## src/rtl/brg_slave_xcel_gcd_array.sv

```systemverilog
// brg_slave_xcel_gcd_array
// Slave-only array of num_units_p iterative GCD engines for a manycore tile.
// It sits on the slave side of the endpoint and exposes one 8-register CSR
// bank per unit. Each bank holds OPA, OPB, GO, RESULT, STATUS, CYCLES and ID.
//
// Ports
//   clk_i, reset_i     clock; asynchronous active-high reset
//   in_v_i/in_yumi_o   request handshake; every valid request is accepted at once
//   in_addr_i          word address: [2:0] selects the register, [3 +: lg_units_lp] the unit
//   in_data_i/mask_i   write data and byte mask
//   in_we_i            1 = write, 0 = read
//   returning_v_o      registered response valid, one cycle after each accepted request
//   returning_data_o   registered read data; 0 for writes
//
// Optional feature macro: BRG_XCEL_GCD_PERF_EN adds a saturating 32-bit
// per-unit CYCLES counter. Without it, CYCLES reads return 0.
module brg_slave_xcel_gcd_array #(
  parameter int data_width_p = 32,
  parameter int addr_width_p = 32,
  parameter int num_units_p  = 4,
  parameter int op_width_p   = 16
) (
  input  logic                      clk_i,
  input  logic                      reset_i,
  input  logic                      in_v_i,
  input  logic [addr_width_p-1:0]   in_addr_i,
  input  logic [data_width_p-1:0]   in_data_i,
  input  logic [data_width_p/8-1:0] in_mask_i,
  input  logic                      in_we_i,
  output logic                      in_yumi_o,
  output logic                      returning_v_o,
  output logic [data_width_p-1:0]   returning_data_o
);

  localparam int lg_units_lp = (num_units_p == 1) ? 1 : $clog2(num_units_p);
  localparam logic [2:0] reg_opa_lp    = 3'd0;
  localparam logic [2:0] reg_opb_lp    = 3'd1;
  localparam logic [2:0] reg_go_lp     = 3'd2;
  localparam logic [2:0] reg_result_lp = 3'd3;
  localparam logic [2:0] reg_status_lp = 3'd4;
  localparam logic [2:0] reg_cycles_lp = 3'd5;
  localparam logic [2:0] reg_id_lp     = 3'd6;
  localparam logic [31:0] id_value_lp  = {16'(num_units_p), 16'(op_width_p)};

  typedef enum logic [1:0] {IDLE, CALC, DONE} state_e;

  logic [2:0]             reg_sel;
  logic [lg_units_lp-1:0] unit_sel;
  logic                   unit_hit;
  logic                   unused_addr;

  state_e                state_q  [num_units_p];
  state_e                state_d  [num_units_p];
  logic [op_width_p-1:0] opa_q    [num_units_p];
  logic [op_width_p-1:0] opa_d    [num_units_p];
  logic [op_width_p-1:0] opb_q    [num_units_p];
  logic [op_width_p-1:0] opb_d    [num_units_p];
  logic [op_width_p-1:0] a_q      [num_units_p];
  logic [op_width_p-1:0] a_d      [num_units_p];
  logic [op_width_p-1:0] b_q      [num_units_p];
  logic [op_width_p-1:0] b_d      [num_units_p];
  logic [op_width_p-1:0] result_q [num_units_p];
  logic [op_width_p-1:0] result_d [num_units_p];
  logic                  done_q   [num_units_p];
  logic                  done_d   [num_units_p];
  logic                  err_q    [num_units_p];
  logic                  err_d    [num_units_p];
`ifdef BRG_XCEL_GCD_PERF_EN
  logic [31:0]           cycles_q [num_units_p];
  logic [31:0]           cycles_d [num_units_p];
`endif

  logic                    returning_v_q, returning_v_d;
  logic [data_width_p-1:0] returning_data_q, returning_data_d;
  logic [data_width_p-1:0] read_data;

  // Address bits above the unit field are deliberately ignored.
  assign reg_sel     = in_addr_i[2:0];
  assign unit_sel    = in_addr_i[3 +: lg_units_lp];
  assign unit_hit    = (32'(unit_sel) < 32'(num_units_p));
  assign unused_addr = ^in_addr_i;

  assign in_yumi_o        = in_v_i;
  assign returning_v_o    = returning_v_q;
  assign returning_data_o = returning_data_q;

  // Byte-masked merge of the write data into a zero-extended operand,
  // then truncated back down to the operand width.
  function automatic logic [op_width_p-1:0] merge_bytes(
    input logic [op_width_p-1:0]     old_val,
    input logic [data_width_p-1:0]   wdata,
    input logic [data_width_p/8-1:0] wmask
  );
    logic [data_width_p-1:0] full;
    full = data_width_p'(old_val);
    for (int i = 0; i < data_width_p/8; i++) begin
      if (wmask[i]) full[8*i +: 8] = wdata[8*i +: 8];
    end
    return full[op_width_p-1:0];
  endfunction

  // CSR side effects and the per-unit engine step.
  // The RESULT-read clear of done is applied before the FSM update. This way,
  // a unit finishing in the same cycle keeps done set.
  always_comb begin
    logic sel_w, wr_w, rd_w, go_w;
    sel_w = 1'b0;
    wr_w  = 1'b0;
    rd_w  = 1'b0;
    go_w  = 1'b0;
    for (int u = 0; u < num_units_p; u++) begin
      state_d[u]  = state_q[u];
      opa_d[u]    = opa_q[u];
      opb_d[u]    = opb_q[u];
      a_d[u]      = a_q[u];
      b_d[u]      = b_q[u];
      result_d[u] = result_q[u];
      done_d[u]   = done_q[u];
      err_d[u]    = err_q[u];
`ifdef BRG_XCEL_GCD_PERF_EN
      cycles_d[u] = cycles_q[u];
`endif
      sel_w = in_v_i && unit_hit && (unit_sel == lg_units_lp'(u));
      wr_w  = sel_w && in_we_i;
      rd_w  = sel_w && !in_we_i;
      go_w  = wr_w && (reg_sel == reg_go_lp) && (in_mask_i != '0);

      if (wr_w && reg_sel == reg_opa_lp) opa_d[u] = merge_bytes(opa_q[u], in_data_i, in_mask_i);
      if (wr_w && reg_sel == reg_opb_lp) opb_d[u] = merge_bytes(opb_q[u], in_data_i, in_mask_i);
      if (wr_w && reg_sel == reg_status_lp) err_d[u] = 1'b0;
      if (rd_w && reg_sel == reg_result_lp) done_d[u] = 1'b0;

      case (state_q[u])
        IDLE, DONE: begin
          if (go_w) begin
            state_d[u] = CALC;
            a_d[u]     = opa_q[u];
            b_d[u]     = opb_q[u];
            done_d[u]  = 1'b0;
`ifdef BRG_XCEL_GCD_PERF_EN
            cycles_d[u] = '0;
`endif
          end
        end
        CALC: begin
          if (go_w) err_d[u] = 1'b1;
`ifdef BRG_XCEL_GCD_PERF_EN
          if (cycles_q[u] != '1) cycles_d[u] = cycles_q[u] + 32'd1;
`endif
          if (a_q[u] < b_q[u]) begin
            a_d[u] = b_q[u];
            b_d[u] = a_q[u];
          end else if (b_q[u] != '0) begin
            a_d[u] = a_q[u] - b_q[u];
          end else begin
            result_d[u] = a_q[u];
            done_d[u]   = 1'b1;
            state_d[u]  = DONE;
          end
        end
        default: state_d[u] = IDLE;
      endcase
    end
  end

  // Read mux and response capture. Reads see pre-update register values.
  always_comb begin
    read_data = '0;
    if (unit_hit) begin
      for (int u = 0; u < num_units_p; u++) begin
        if (unit_sel == lg_units_lp'(u)) begin
          case (reg_sel)
            reg_opa_lp:    read_data = data_width_p'(opa_q[u]);
            reg_opb_lp:    read_data = data_width_p'(opb_q[u]);
            reg_result_lp: read_data = data_width_p'(result_q[u]);
            reg_status_lp: read_data = data_width_p'({err_q[u], done_q[u], state_q[u] == CALC});
`ifdef BRG_XCEL_GCD_PERF_EN
            reg_cycles_lp: read_data = data_width_p'(cycles_q[u]);
`endif
            reg_id_lp:     read_data = data_width_p'(id_value_lp);
            default:       read_data = '0;
          endcase
        end
      end
    end
    returning_v_d    = in_v_i;
    returning_data_d = (in_v_i && !in_we_i) ? read_data : '0;
  end

  always_ff @(posedge clk_i or posedge reset_i) begin
    if (reset_i) begin
      for (int u = 0; u < num_units_p; u++) begin
        state_q[u]  <= IDLE;
        opa_q[u]    <= '0;
        opb_q[u]    <= '0;
        a_q[u]      <= '0;
        b_q[u]      <= '0;
        result_q[u] <= '0;
        done_q[u]   <= 1'b0;
        err_q[u]    <= 1'b0;
`ifdef BRG_XCEL_GCD_PERF_EN
        cycles_q[u] <= '0;
`endif
      end
      returning_v_q    <= 1'b0;
      returning_data_q <= '0;
    end else begin
      for (int u = 0; u < num_units_p; u++) begin
        state_q[u]  <= state_d[u];
        opa_q[u]    <= opa_d[u];
        opb_q[u]    <= opb_d[u];
        a_q[u]      <= a_d[u];
        b_q[u]      <= b_d[u];
        result_q[u] <= result_d[u];
        done_q[u]   <= done_d[u];
        err_q[u]    <= err_d[u];
`ifdef BRG_XCEL_GCD_PERF_EN
        cycles_q[u] <= cycles_d[u];
`endif
      end
      returning_v_q    <= returning_v_d;
      returning_data_q <= returning_data_d;
    end
  end

endmodule

```

## config.mk

```make
export PLATFORM = sky130hd
export DESIGN_NAME = brg_slave_xcel_gcd_array
export DESIGN_NICKNAME = d
export VERILOG_FILES = /design/src/rtl/brg_slave_xcel_gcd_array.sv
export SDC_FILE = /design/constraint.sdc
export NUM_CORES = 1
export LEC_CHECK = 0
export BUFFER_PORTS_ARGS = -buffer_cell sky130_fd_sc_hd__buf_4
export CAP_MARGIN = 20
export CORE_UTILIZATION = 50
export CTS_CLUSTER_SIZE = 16
export DETAILED_ROUTE_END_ITERATION = 8
export MAX_ROUTING_LAYER = met4
export PLACE_DENSITY = 0.75
export SLEW_MARGIN = 5
export SYNTH_ARGS = -nofsm -noshare
export SYNTH_HDL_FRONTEND = slang
export SYNTH_SLANG_ARGS = --single-unit
```

## constraint.sdc

```tcl
create_clock -name clk_i -period 13.4 [get_ports clk_i]
set_input_delay 1.34 -clock clk_i [delete_from_list [all_inputs] [get_ports clk_i]]
set_output_delay 1.34 -clock clk_i [all_outputs]
set_load 0.1 [all_outputs]
```

* Word-level counts from Yosys, hierarchy flattened
Index checks and enable logic that the tools add are counted.
W data, S select, Z words.
** Word-level totals
- Bits in registers :: 369
- Bits in latches :: 0
- RAM bits :: 0
- Bits in read-only memories :: 0
- Output and inout bits :: 34
- Memories kept :: 0
** Operators by class
- Add/sub/neg operators :: 4
- Multipliers :: 0
- Divide/modulo/power cells :: 0
- Magnitude comparators :: 4
- Eq/ne operators :: 36
- Shift operators :: 0
- Mux-type cells :: 85
- Bitwise gates (word level) :: 8
- Reduce and logical (&&, ||, !) cells :: 89
** Operators with widths (count)
- $pmux W19 S5 :: 4
- $mux W16 :: 20
- $pmux W16 S2 :: 8
- $mux W32 :: 4
- $lt A16 B16 Y1 :: 4
- $reduce_bool A16 Y1 :: 4
- $sub A16 B16 Y16 :: 4
- $reduce_and A3 Y1 :: 16
- $logic_and A1 B1 Y1 :: 37
- $ne A2 B2 Y1 const B :: 16
- $reduce_and A2 Y1 :: 16
- $mux W1 :: 28
- $mux W2 :: 12
- $mux W19 :: 1
- $pmux W2 S2 :: 4
- $eq A2 B2 Y1 const B :: 6
- $ne A3 B3 Y1 const B :: 4
- $eq A2 B1 Y1 const B :: 5
- $logic_not A2 Y1 :: 5
- $not A1 Y1 :: 8
- $pmux W1 S2 :: 4
- $reduce_bool A2 Y1 :: 4
- $reduce_or A2 Y1 :: 4
- $eq A3 B2 Y1 const B :: 2
- 5 further kinds :: 6

* Depth between registers and ports, before layout
Gate-level depths: netlist of the first run.
- Depth after elaboration :: 8
- Depth in mapped cells :: 13
- Depth with buffers taken out :: 12

* Worst setup path after synthesis of the first run
No wires, ideal clock.
- Path type :: input to register
- Start :: in in_addr_i[2]
- End :: reg opb_q[16] (netlist name)
- Setup time :: 0.125 ns
- Data arrival time :: 3.237 ns
- Data required time :: 13.275 ns
- Setup slack :: 10.038 ns
- Stages on the path :: 8
- Cells stage by stage :: clkbuf_1 > nor2b_1 > nor2b_1 > clkbuf_1 > clkbuf_1 > buf_1 > nand3_1 > mux2_2
** On the way
- Longest elaborated chain between the ends :: 3
** Ends and longest elaborated chain
- start: declaration :: RTL line 26 : input logic [addr_width_p-1:0] in_addr_i,
- $eq A3 B1 Y1 :: RTL line 129 : if (wr_w && reg_sel == reg_opb_lp) opb_d[u] = merge_bytes(opb_q[u], in_data_i, in_mask_i);
- $logic_and A1 B1 Y1 :: RTL line 129
- $reduce_and A2 Y1 (no line)
- end signal: indexed assignment :: RTL line 211 : opb_q[u] <= opb_d[u];
- end: declaration :: RTL line 56 : logic [op_width_p-1:0] opb_q [num_units_p];
No other way between the ends.
A chain may end at the register's enable or synchronous reset.

* Worst setup path after layout of the first run
- Start :: reg a_q[16] (netlist name)
- End :: reg result_q[28] (netlist name)
** On the way
- Longest elaborated chain between the ends :: 3
** Ends and longest elaborated chain
- start: declaration :: RTL line 58 : logic [op_width_p-1:0] a_q [num_units_p];
- start signal: indexed assignment :: RTL line 212 : a_q[u] <= a_d[u];
- $lt A16 B16 Y1 :: RTL line 150 : if (a_q[u] < b_q[u]) begin
- $not A1 Y1 (no line)
- $reduce_and A3 Y1 (no line)
- end signal: indexed assignment :: RTL line 214 : result_q[u] <= result_d[u];
- end: declaration :: RTL line 62 : logic [op_width_p-1:0] result_q [num_units_p];
No other way between the ends.

==> results of run 1 <==
layout make-up:
cell class / count / area [µm²]
Antenna cell: 4 / 10.0
Clock inverter: 11 / 116
Tap cell: 518 / 648
Multi-Input combinational cell: 1399 / 10200
Timing Repair Buffer: 75 / 592
Clock buffer: 55 / 1170
Sequential cell: 354 / 8860
Inverter: 82 / 320
Fill cell: 3222 / 16900
sequential cells by signal, indices dropped and copies added, names as in the netlist:
signal,flops
opa_q,64
b_q,64
opb_q,64
returning_v_o,1
done_q,4
err_q,4
a_q,64
state_q,8
result_q,64
returning_data_o,17
stage by stage:
step | setup WS [ps] | util
global route | 8950 | 0.565
finish | 9160 | 0.565
floorplan | 2240 | -
detailed placement | 8820 | 0.531
CTS | 9240 | 0.564
global placement | 8870 | 0.531
placed cells by master (no fill, tap or decap), drive strengths merged, types with 10 or more instances in the layout:
cell    synthesis  final
nand2b         17     17
inv            82     82
nand2         172    172
nor3           22     22
dfrtp         354    354
a21o           22     22
mux2i         104    104
nor2b          19     19
xor2           15     15
mux2          199    199
nor4           20     20
xnor2          24     24
a21oi         122    122
o21a           22     22
o31ai          17     17
a22o           21     21
a211oi         35     35
a22oi          22     22
o211ai         13     13
a31oi          21     21
conb            1     15
nor2          150    150
ha             64     64
clkbuf         68     55
buf            43     74
and3           10     10
nand3          32     32
o22ai          12     12
o21ai         127    127
routing by layer:
metal / global-route usage / vias up
met4: 0.156 / 0
met5: - / -
met1: 0.365 / 7683
met2: 0.433 / 596
met3: 0.0459 / 147
li1: - / 6987
synth_stat cells (3+ instances only):
cell	number	area share
dfrtp_1	354	0.45
mux2_2	192	0.11
nand2_1	172	0.033
nor2_1	150	0.028
o21ai_0	125	0.032
a21oi_1	120	0.030
mux2i_1	104	0.053
inv_1	81	0.015
clkbuf_1	68	0.013
ha_1	64	0.040
a211oi_1	33	0.013
nand3_1	32	0.0081
xnor2_1	24	0.011
a21o_1	22	0.0083
a22oi_1	22	0.0083
nor3_1	22	0.0056
a22o_1	21	0.0093
a31oi_1	21	0.0066
o21a_1	21	0.0080
nor2b_1	19	0.0060
nor4_1	19	0.0060
nand2b_1	17	0.0054
buf_4	16	0.0061
buf_2	15	0.0038
o31ai_1	15	0.0057
xor2_1	15	0.0066
o211ai_1	12	0.0046
o22ai_1	12	0.0038
buf_1	11	0.0021
and3_1	10	0.0032
a221oi_1	9	0.0040
mux4_2	9	0.010
mux2_4	7	0.0053
or2_2	7	0.0022
o21bai_1	6	0.0023
o31a_1	6	0.0027
a221o_1	5	0.0025
and2_1	4	0.0013
fa_1	4	0.0040
or3_1	4	0.0013
a21boi_0	3	0.0011
nand3b_1	3	0.0011
nor3b_1	3	0.0011
o221a_2	3	0.0017
worst max-delay path, delay by kind of cell, from the launching register on:
kind / cells / cell delay [ps]
flip-flops: 1 / 380
AO/OA/AOI/OAI: 4 / 1810
buffers and inverters: 1 / 110
multiplexers: 1 / 420
adder cells (fa/ha/maj): 2 / 410
AND/OR/NAND/NOR: 2 / 990
worst max path at each step:
stage,startpoint,endpoint,cells after the start
2_1_floorplan,reset_i,a_q[0],1
3_3_place_gp,in_addr_i[0],returning_data_o[1],9
3_5_place_dp,in_addr_i[0],returning_data_o[1],9
4_1_cts,a_q[16],result_q[28],10
5_1_grt,a_q[16],result_q[28],10
6_report,a_q[16],result_q[28],10
cells by family after synthesis:
group,count (synthesis),synth area share
multiplexers,312,0.177
AND/OR/NAND/NOR,470,0.106
AO/OA/AOI/OAI,495,0.165
other,1,0.000189
buffers and inverters,193,0.0417
adder cells (fa/ha/maj),68,0.0445
flip-flops,354,0.447
XOR/XNOR,39,0.0173
report_power, final:
part	total (mW)	switching, mW	internal (mW)
Clock	1.08	0.436	0.644
Combinational	0.765	0.462	0.303
Sequential	1.22	0.0739	1.15
==> summary.md, run 1 <==
| Metric | Value |
|---|---|
| Initial antenna violation count | `4` |
| Worst skew pair latency | `550 ps` |
| Hold EP | `err_q[3]` |
| Post-synthesis sequential area ratio | `0.447` |
| Post-synth top flop | `dfrtp_1` |
| Register bit total from synthesis | `354` |
| R2r setup slk | `between 9000 and 10000 ps` |
| Max Fclk | `around 240 MHz` |
| Worst reg2reg path startpoint | `a_q[16]` |
| Die height | `201 µm` |
| Dpl cells | `approximately 2.4k` |
| Routed met2 length | `around 26 mm` |
| Synth warnings | `0` |
| Worst endpoint data arrival time | `between 4000 and 5000 ps` |
| CTS clock-pin slew for the worst setup and hold paths | `60 ps` |
| Core footprint | `between 0.03 and 0.04 mm²` |
| Port Buffers | `47` |
| Hold slack | `just under 500 ps` |
| Post-DP Area | `slightly above 0.02 mm²` |
| Postcts setup bufs | `0` |
| Worst EP required | `13820 ps` |
| Peak VDD IR | `approximately 0.11 mV` |
| Kind of critical path | `reg -> reg` |
| Routed Antenna Nets | `0` |
| Total CTS buffers | `38` |
| Setup_tns | `0 ps` |
| Initial core utilization | `0.510` |
| Syn_area_per_cell | `roughly 10 µm²` |
| CTS tree | `yes` |
| H-tree depth | `2` |
| Min-delay src | `err_q[3]` |
| Final number of max-transition violations | `0` |
| Final Hold Violating Endpoints | `0` |
| Vias in the first global route | `around 15k` |
| Largest net degree at the start of global routing | `200` |
| GRT Util Overall | `0.285` |
| R2r endpoint | `result_q[28]` |
| CP Max Fanout | `26` |
| Layout cells sized above 1 | `0.194` |
| Grt ovf | `0` |
| RSZ-0062 raised after global routing | `false` |
| Final Critical Period | `4240 ps` |
| Std-Cell Rows | `a little over 70` |
| Lkg Pwr | `10.2 nW` |
| Finish-stage setup viols | `0` |
| Width of the die | `between 200 and 250 µm` |
| Max layer used | `met4` |
| Synth unique cells | `81` |
| Max-cap viol count | `0` |
| Total number of clock tree sinks | `between 300 and 400` |
| Vias per Instance | `6.17` |
| HP Class | `reg -> reg` |
| Cells along the critical path | `inv_1 > ha_1 > fa_1 > nor2b_1 > o31a_1 > a211o_1 > a31oi_1 > o21a_1 > or3_1 > mux2_2` |
| Pwr/cell area | `about 140 mW/mm²` |
| Die Area | `0.0404 mm²` |
| CP max stage cell | `or3_1` |
| Drt pass-1 iters | `6` |
| Hold buffer count at cts | `0` |
| Post-synth EDFFs | `0` |
| DRC violations left | `0` |
| Post-synth ARST share | `1.00` |
| Outcome | `complete, no violations` |
| CTS resizes | `0` |
| Crit path launch type | `flop` |
| Final worst path period share | `0.316` |
| Final WL | `55.5 mm` |
| Worst setup EP type | `flop` |
| First-pass GRT wire length | `87.5 mm` |
| Mapped Cells | `1932` |
| Ports | `~110` |
| Final net count | `about 2.1k` |
| CP max stage delay | `roughly 900 ps` |
| Layout area overhead | `10.8%` |
| Post-Syn Area | `0.0198 mm²` |
| Clk_skew | `around 17 ps` |
| Least-Margin Pin Slew | `~1200 ps` |
| Cells on worst reg2reg path | `10` |
| Via Count | `15.4k` |
| Deepest clock path buffer count | `3` |
| Clk root buf | `clkbuf_16` |
| Routed WL per cell | `22.2 µm` |
| GP Congestion | `0.934` |
| Final Cell Area | `about 0.022 mm²` |
| Wl on met1 | `23.5 mm` |
| Hpwl dp | `around 38 mm` |
| Hold Path Stages | `2` |
| Finished Layout Cells | `between 2k and 2.5k` |
| Initial DRC count | `~1.4k` |
| Total power | `about 3.1 mW` |
| DR WL met3 | `3.41 mm` |
| Slew margin rel. | `0.195` |
Power figures use the tool's default switching activity.
==> run 2, diff against run 1 <==
--- a/config.mk
+++ b/config.mk
@@ -5,6 +5,7 @@
 export SDC_FILE = /design/constraint.sdc
 export NUM_CORES = 1
 export LEC_CHECK = 0
+export ABC_AREA = 1
 export BUFFER_PORTS_ARGS = -buffer_cell sky130_fd_sc_hd__buf_4
 export CAP_MARGIN = 20
 export CORE_UTILIZATION = 50
==> constraint.sdc (replaced) <==
create_clock -name clk_i -period 4.15 [get_ports clk_i]
set_input_delay 0.415 -clock clk_i [delete_from_list [all_inputs] [get_ports clk_i]]
set_output_delay 0.415 -clock clk_i [all_outputs]
set_load 0.1 [all_outputs]
==> summary.md, run 2 <==
| Metric | Value |
|---|---|
| Max Fclk | `322 MHz` |
| Largest family of logic cells by synthesized area | `simple AND/OR/NAND/NOR gates` |
| Post-synth top area cell | `dfrtp_1` |
| Finish-stage setup viols | `0` |
| Core footprint | `approximately 0.042 mm²` |
| Initial antenna violation count | `0` |
| Drt pass-1 iters | `6` |
| Post-synth ARST share | `1.00` |
| Pwr/cell area | `approximately 570 mW/mm²` |
| Peak VDD IR | `~0.41 mV` |
| Vias in the first global route | `19.0k` |
| Width of the die | `about 210 µm` |
| Routed WL per cell | `17.6 µm` |
| Lkg Pwr | `roughly 12 nW` |
| Synth area leaders | `dfrtp_1 42%, nand2_1 19%, o21ai_0 7.5%` |
| Post-Syn Area | `0.0212 mm²` |
| CP max stage cell | `fa_1` |
| Total number of clock tree sinks | `about 350` |
| Initial DRC count | `between 1.5k and 2k` |
| Final worst path period share | `0.748` |
| First-pass GRT wire length | `102 mm` |
| Most frequent cells in the layout | `1064 x nand2_1, 390 x inv_1, 354 x dfrtp_1, 320 x o21ai_0, 204 x nand3_1` |
| Routing usage on met1 | `0.401` |
| Worst EP required | `about 4600 ps` |
| HP Class | `in -> reg` |
| Routed Antenna Nets | `0` |
| Count leader, synth | `nand2_1` |
| Worst endpoint data arrival time | `3530 ps` |
| Slew margin rel. | `0.339` |
| Largest net degree at the start of global routing | `171` |
| Clock network fraction of total power | `0.262` |
| Final WL | `~63 mm` |
| Commonest non-fill, non-tap cell in the layout | `nand2_1` |
| GRT met3 Usage | `0.0444` |
| Vias per Instance | `5.57` |
| Post-synthesis sequential area ratio | `0.417` |
| Clk root buf | `clkbuf_16` |
| Die height | `approximately 210 µm` |
| Compound-Gate Fraction of Synth Area | `0.127` |
| CTS clock-pin slew for the worst setup and hold paths | `60 ps` |
| Outcome | `complete, no violations` |
| Total power | `around 13 mW` |
| Final net count | `about 3.2k` |
| Std-Cell Rows | `75` |
| Least-Margin Pin Slew | `a little under 1000 ps` |
| Synth unique cells | `53` |
| Layout area overhead | `9.07%` |
| H-tree depth | `2` |
| CP max stage delay | `approximately 430 ps` |
| Post-synthesis mux area share | `0` |
| Most Crowded Layer GR | `met2` |
| Final Critical Period | `approximately 3100 ps` |
| Sw power | `around 5.5 mW` |
| Worst setup EP type | `flop` |
| Kind of critical path | `reg -> reg` |
| Critical path buffers and inverters | `1` |
| GRT Util Overall | `0.302` |
| Ant diodes | `0` |
| DRC violations left | `0` |
| Seq pwr share | `0.315` |
| Via Count | `20.0k` |
| Die Area | `~0.043 mm²` |
| Cells along the critical path | `inv_1 > ha_1 > fa_1 > o21ai_0 > nand3_1 > nand2_1 > nand2_4 > nand2_4 > nand3_4 > nand2_4 > nor2_1 > nand2_1 > nand2_1` |
| Dpl cells | `between 3k and 4k` |
| Syn_area_per_cell | `between 7 and 8 µm²` |
| Mapped Cells | `roughly 3k` |
| Hold slack | `~160 ps` |
| Hpwl dp | `approximately 45 mm` |
| Final number of max-transition violations | `0` |
| CP Max Fanout | `35` |
| Max-cap viol count | `0` |
| Post-synthesis adder-cell area fraction | `0.0415` |
| Post-synth EDFFs | `0` |
| Deepest clock path buffer count | `3` |
| Crit path launch type | `flop` |
| Register bit total from synthesis | `approximately 350` |
| Core Util, Final | `0.552` |
| Commonest cells post-synth | `1064 x nand2_1, 391 x inv_1, 354 x dfrtp_1, 320 x o21ai_0, 204 x nand3_1` |
| Synth warnings | `0` |
| Final worst setup slack | `1050 ps` |
| Setup_tns | `0 ps` |
| Post-DP Area | `roughly 0.022 mm²` |
| Pre-CTS WS | `1090 ps` |
| Yosys top cell area share | `0.417` |
| Final Hold Violating Endpoints | `0` |
| CTS tree | `yes` |
| Total CTS buffers | `38` |
| Clk_skew | `around 16 ps` |
| Port Buffers | `47` |
| Pint | `7.57 mW` |
| Sw Ratio | `0.423` |
| Grt ovf | `0` |
| RSZ-0062 raised after global routing | `false` |
| Simple-gate share of the synthesized area | `0.305` |
| Fillers | `approximately 3.9k` |
| Ports | `106` |
| XOR/XNOR Fraction of Synth Area | `0.00742` |
| GR met2 Demand/Resource | `0.458` |
| Combinational group share of total power | `0.423` |
| Layout cells sized above 1 | `0.0581` |
| Finished Layout Cells | `approximately 3.6k` |
| Crit-path leading delay family | `simple AND/OR/NAND/NOR gates` |
| Post-synth top flop | `dfrtp_1` |
| Worst skew pair latency | `540 ps` |
| Final Cell Area | `0.0232 mm²` |
| Initial core utilization | `0.507` |
| GP Congestion | `approximately 0.96` |
## run 2: layer usage
layer	wire, µm	part of all wire
met2	28300	0.45
met5	0	0
met3	4400	0.070
met1	27600	0.44
met4	2920	0.046
## run 2: area by class of cell
class,count,area [µm²],area share
Timing Repair Buffer,76,601,0.0259
Clock inverter,14,164,0.00707
Multi-Input combinational cell,2148,10300,0.444
Inverter,400,1510,0.0650
Clock buffer,52,1080,0.0468
Sequential cell,354,8860,0.382
Tap cell,539,674,0.0291
## run 2: power by group through the flow
stage / Sequential (mW) / Combinational, mW / Clock [mW]
final: 4.13 / 5.55 / 3.44
after global routing: 4.16 / 6.31 / 3.60
after CTS: 4.11 / 5.52 / 3.46
after detailed placement: 4.17 / 5.48 / 0
after global placement: 4.16 / 5.40 / 0
after floorplan: 4.11 / 4.24 / 0
## run 2: worst min-delay path: cells and delay by family
kind | cells | cell delay [ps]
buffers and inverters | 1 | 130
and+or+nand+nor | 2 | 120
## run 2: worst paths after layout
check | from | endpoint | slack (ps) | cells after the start
min in group asynchronous | reset_i | returning_data_o[14] | 440 | 3
max in group asynchronous | reset_i | opb_q[36] | 2440 | 4
min reg2reg | result_q[60] | result_q[60] | 480 | 2
min | in_addr_i[1] | returning_data_o[18] | 160 | 3
max | a_q[48] | a_q[61] | 1050 | 13
max reg2reg | a_q[48] | a_q[61] | 1050 | 13
## run 2: cells by family (layout without fill, tap and decap cells)
family | count (synthesis) | after routing
adders and majority gates | 68 | 68
and+or+nand+nor | 1557 | 1557
xor gates and xnor gates | 18 | 18
buffers and inverters | 527 | 542
AOI/OAI and AO/OA | 490 | 490
other | 1 | 15
DFF | 354 | 354
## run 2: repair_timing
| item | in CTS | in global routing |
|---|---|---|
| resized for setup | 0 | 0 |
| hold buffers | 2 | 0 |
| hold endpoints to repair | 15 | 0 |
| setup buffers | 0 | 0 |
==> run 3, diff against run 2 <==
--- a/config.mk
+++ b/config.mk
@@ -12,7 +12,7 @@
 export CTS_CLUSTER_SIZE = 16
 export DETAILED_ROUTE_END_ITERATION = 8
 export MAX_ROUTING_LAYER = met4
-export PLACE_DENSITY = 0.75
+export PLACE_DENSITY = 0.78
 export SLEW_MARGIN = 5
 export SYNTH_ARGS = -nofsm -noshare
 export SYNTH_HDL_FRONTEND = slang
==> constraint.sdc (replaced) <==
create_clock -name clk_i -period 2.6 [get_ports clk_i]
set_input_delay 0.26 -clock clk_i [delete_from_list [all_inputs] [get_ports clk_i]]
set_output_delay 0.26 -clock clk_i [all_outputs]
set_load 0.1 [all_outputs]
==> summary.md, run 3 (synthesized netlist as in run 2, its figures left out) <==
| Metric | Value |
|---|---|
| GRT Util Overall | `0.307` |
| Via Count | `between 20k and 25k` |
| Pre-CTS WS | `-31.4 ps` |
| Multi-input gate area | `0.0104 mm²` |
| Core Util, Final | `0.571` |
| H-tree depth | `2` |
| CTS clock-pin slew for the worst setup and hold paths | `around 60 ps` |
| GP Congestion | `1.01` |
| Total CTS buffers | `40` |
| Final Critical Period | `~2500 ps` |
| Die height | `around 210 µm` |
| Final number of max-transition violations | `0` |
| Max Fclk | `403 MHz` |
| Peak VDD IR | `about 0.64 mV` |
| Routed WL per cell | `around 18 µm` |
| Largest net degree at the start of global routing | `about 70` |
| Kind of critical path | `reg -> reg` |
| Crit path launch type | `flop` |
| Setup_tns | `0 ps` |
| Lkg Pwr | `~12 nW` |
| Slew margin rel. | `0.572` |
| Initial antenna violation count | `3` |
| Final net count | `between 3k and 4k` |
| Routed Antenna Nets | `0` |
| Layout area overhead | `12.6%` |
| Std-Cell Rows | `75` |
| HP Class | `in -> reg` |
| Initial DRC count | `approximately 2.2k` |
| Cells on worst reg2reg path | `14` |
| Final worst path period share | `0.954` |
| Initial core utilization | `0.507` |
| Hold slack | `~99 ps` |
| Max-cap viol count | `0` |
| Hpwl dp | `~47 mm` |
| Min-delay src | `in_addr_i[1]` |
| Least-Margin Pin Slew | `roughly 640 ps` |
| Hold EP | `returning_data_o[18]` |
| Fillers | `between 3k and 4k` |
| Worst setup EP type | `flop` |
| First-pass GRT wire length | `around 100 mm` |
| Worst endpoint data arrival time | `about 2900 ps` |
| Most frequent cells in the layout | `1058 x nand2_1, 388 x inv_1, 354 x dfrtp_1, 317 x o21ai_0, 202 x nand3_1` |
| Worst reg2reg path startpoint | `a_q[48]` |
| Drt pass-1 iters | `6` |
| Final WL | `64.9 mm` |
| Total number of clock tree sinks | `354` |
| Vias per Instance | `between 5 and 6` |
| Worst skew pair latency | `roughly 560 ps` |
| Port Buffers | `between 40 and 50` |
| Register area | `0.00886 mm²` |
| Clk root buf | `clkbuf_16` |
| Worst EP required | `between 3000 and 4000 ps` |
| CTS tree | `yes` |
| R2r setup slk | `120 ps` |
| Width of the die | `between 200 and 250 µm` |
| Finish-stage setup viols | `0` |
| R2r endpoint | `a_q[63]` |
| Layout cells sized above 1 | `0.0783` |
| Final Hold Violating Endpoints | `0` |
| Final worst setup slack | `between 100 and 150 ps` |
| Outcome | `complete, no violations` |
| Deepest clock path buffer count | `3` |
| DRC violations left | `0` |
| Pwr/cell area | `912 mW/mm²` |
| Clk_skew | `approximately 14 ps` |
| CP Max Fanout | `24` |
| Die Area | `between 0.04 and 0.05 mm²` |
| Commonest non-fill, non-tap cell in the layout | `nand2_1` |
| Vias in the first global route | `a little under 20k` |
| Grt ovf | `0` |
| Ports | `106` |
| Hold Path Stages | `3` |
| Core footprint | `around 0.042 mm²` |
-- run 3: changes by cell type in the layout (fill, tap and decap cells not counted), moves of 4 or more --
cell	change
buf_12	+9
buf_4	+37
clkbuf_1	+5
clkbuf_16	+6
clkinv_2	-4
nand2_1	-6
nand2_4	+4
-- run 3: final cells by class --
cell class                 count  area share
antenna                        1    0.000105
clock buffer                  61      0.0498
sequential                   354       0.370
tap                          539      0.0282
clock inverter                 9     0.00528
timing repair buffer         129      0.0496
inverter                     400      0.0631
multi-input combinational   2149       0.434
-- run 3: through the flow --
step	instances	instance area (µm²)	power (mW)
2_1_floorplan	3029	21300	13.3
3_3_place_gp	3563	22300	15.5
3_5_place_dp	3563	22300	15.6
4_1_cts	3635	23700	21.5
5_1_grt	3642	23900	23.3
6_report	3642	23900	21.8
-- run 3: power by group --
group,switching [mW],internal [mW],total (mW)
logic,6.37,3.07,9.44
clock network,2.35,3.45,5.80
registers,0.463,6.12,6.59
-- run 3: per-layer routing --
layer / vias to the layer above / track usage / routed length [µm]
met5: - / - / 0
met4: 0 / 0.113 / 2730
met3: 172 / 0.0552 / 5690
met2: 967 / 0.488 / 30000
met1: 9784 / 0.393 / 26400
li1: 9768 / - / -
-- run 3: worst max-delay path, stage by stage (launching register included) --
cell and delay [ps]:
dfrtp_1 340, inv_1 70, ha_1 240, fa_2 370, o21ai_1 150, nand3_1 120, nand2_2 110, nand2_4 60
nand2_4 80, buf_12 170, nand3_4 200, nand2_8 210, nor2_1 80, nand2_1 80, nand2_1 60
-- run 3: how the worst max path moves through the flow --
stage,end,startpoint,slack (ps)
2_1_floorplan,a_q[0],reset_i,-2400
3_3_place_gp,a_q[59],a_q[48],30
3_5_place_dp,result_q[60],a_q[48],-30
4_1_cts,a_q[18],a_q[16],-5
5_1_grt,a_q[63],a_q[48],-20
6_report,a_q[63],a_q[48],120
-- run 3: what timing repair did --
item | in CTS | in global routing
cloned | 0 | 4
endpoints found under the setup margin | 35 | 122
pin swaps | 0 | 2
endpoints found under the hold margin | 65 | 0
buffers inserted | 0 | 1
hold buffers | 2 | 0
resized for setup | 3 | 34
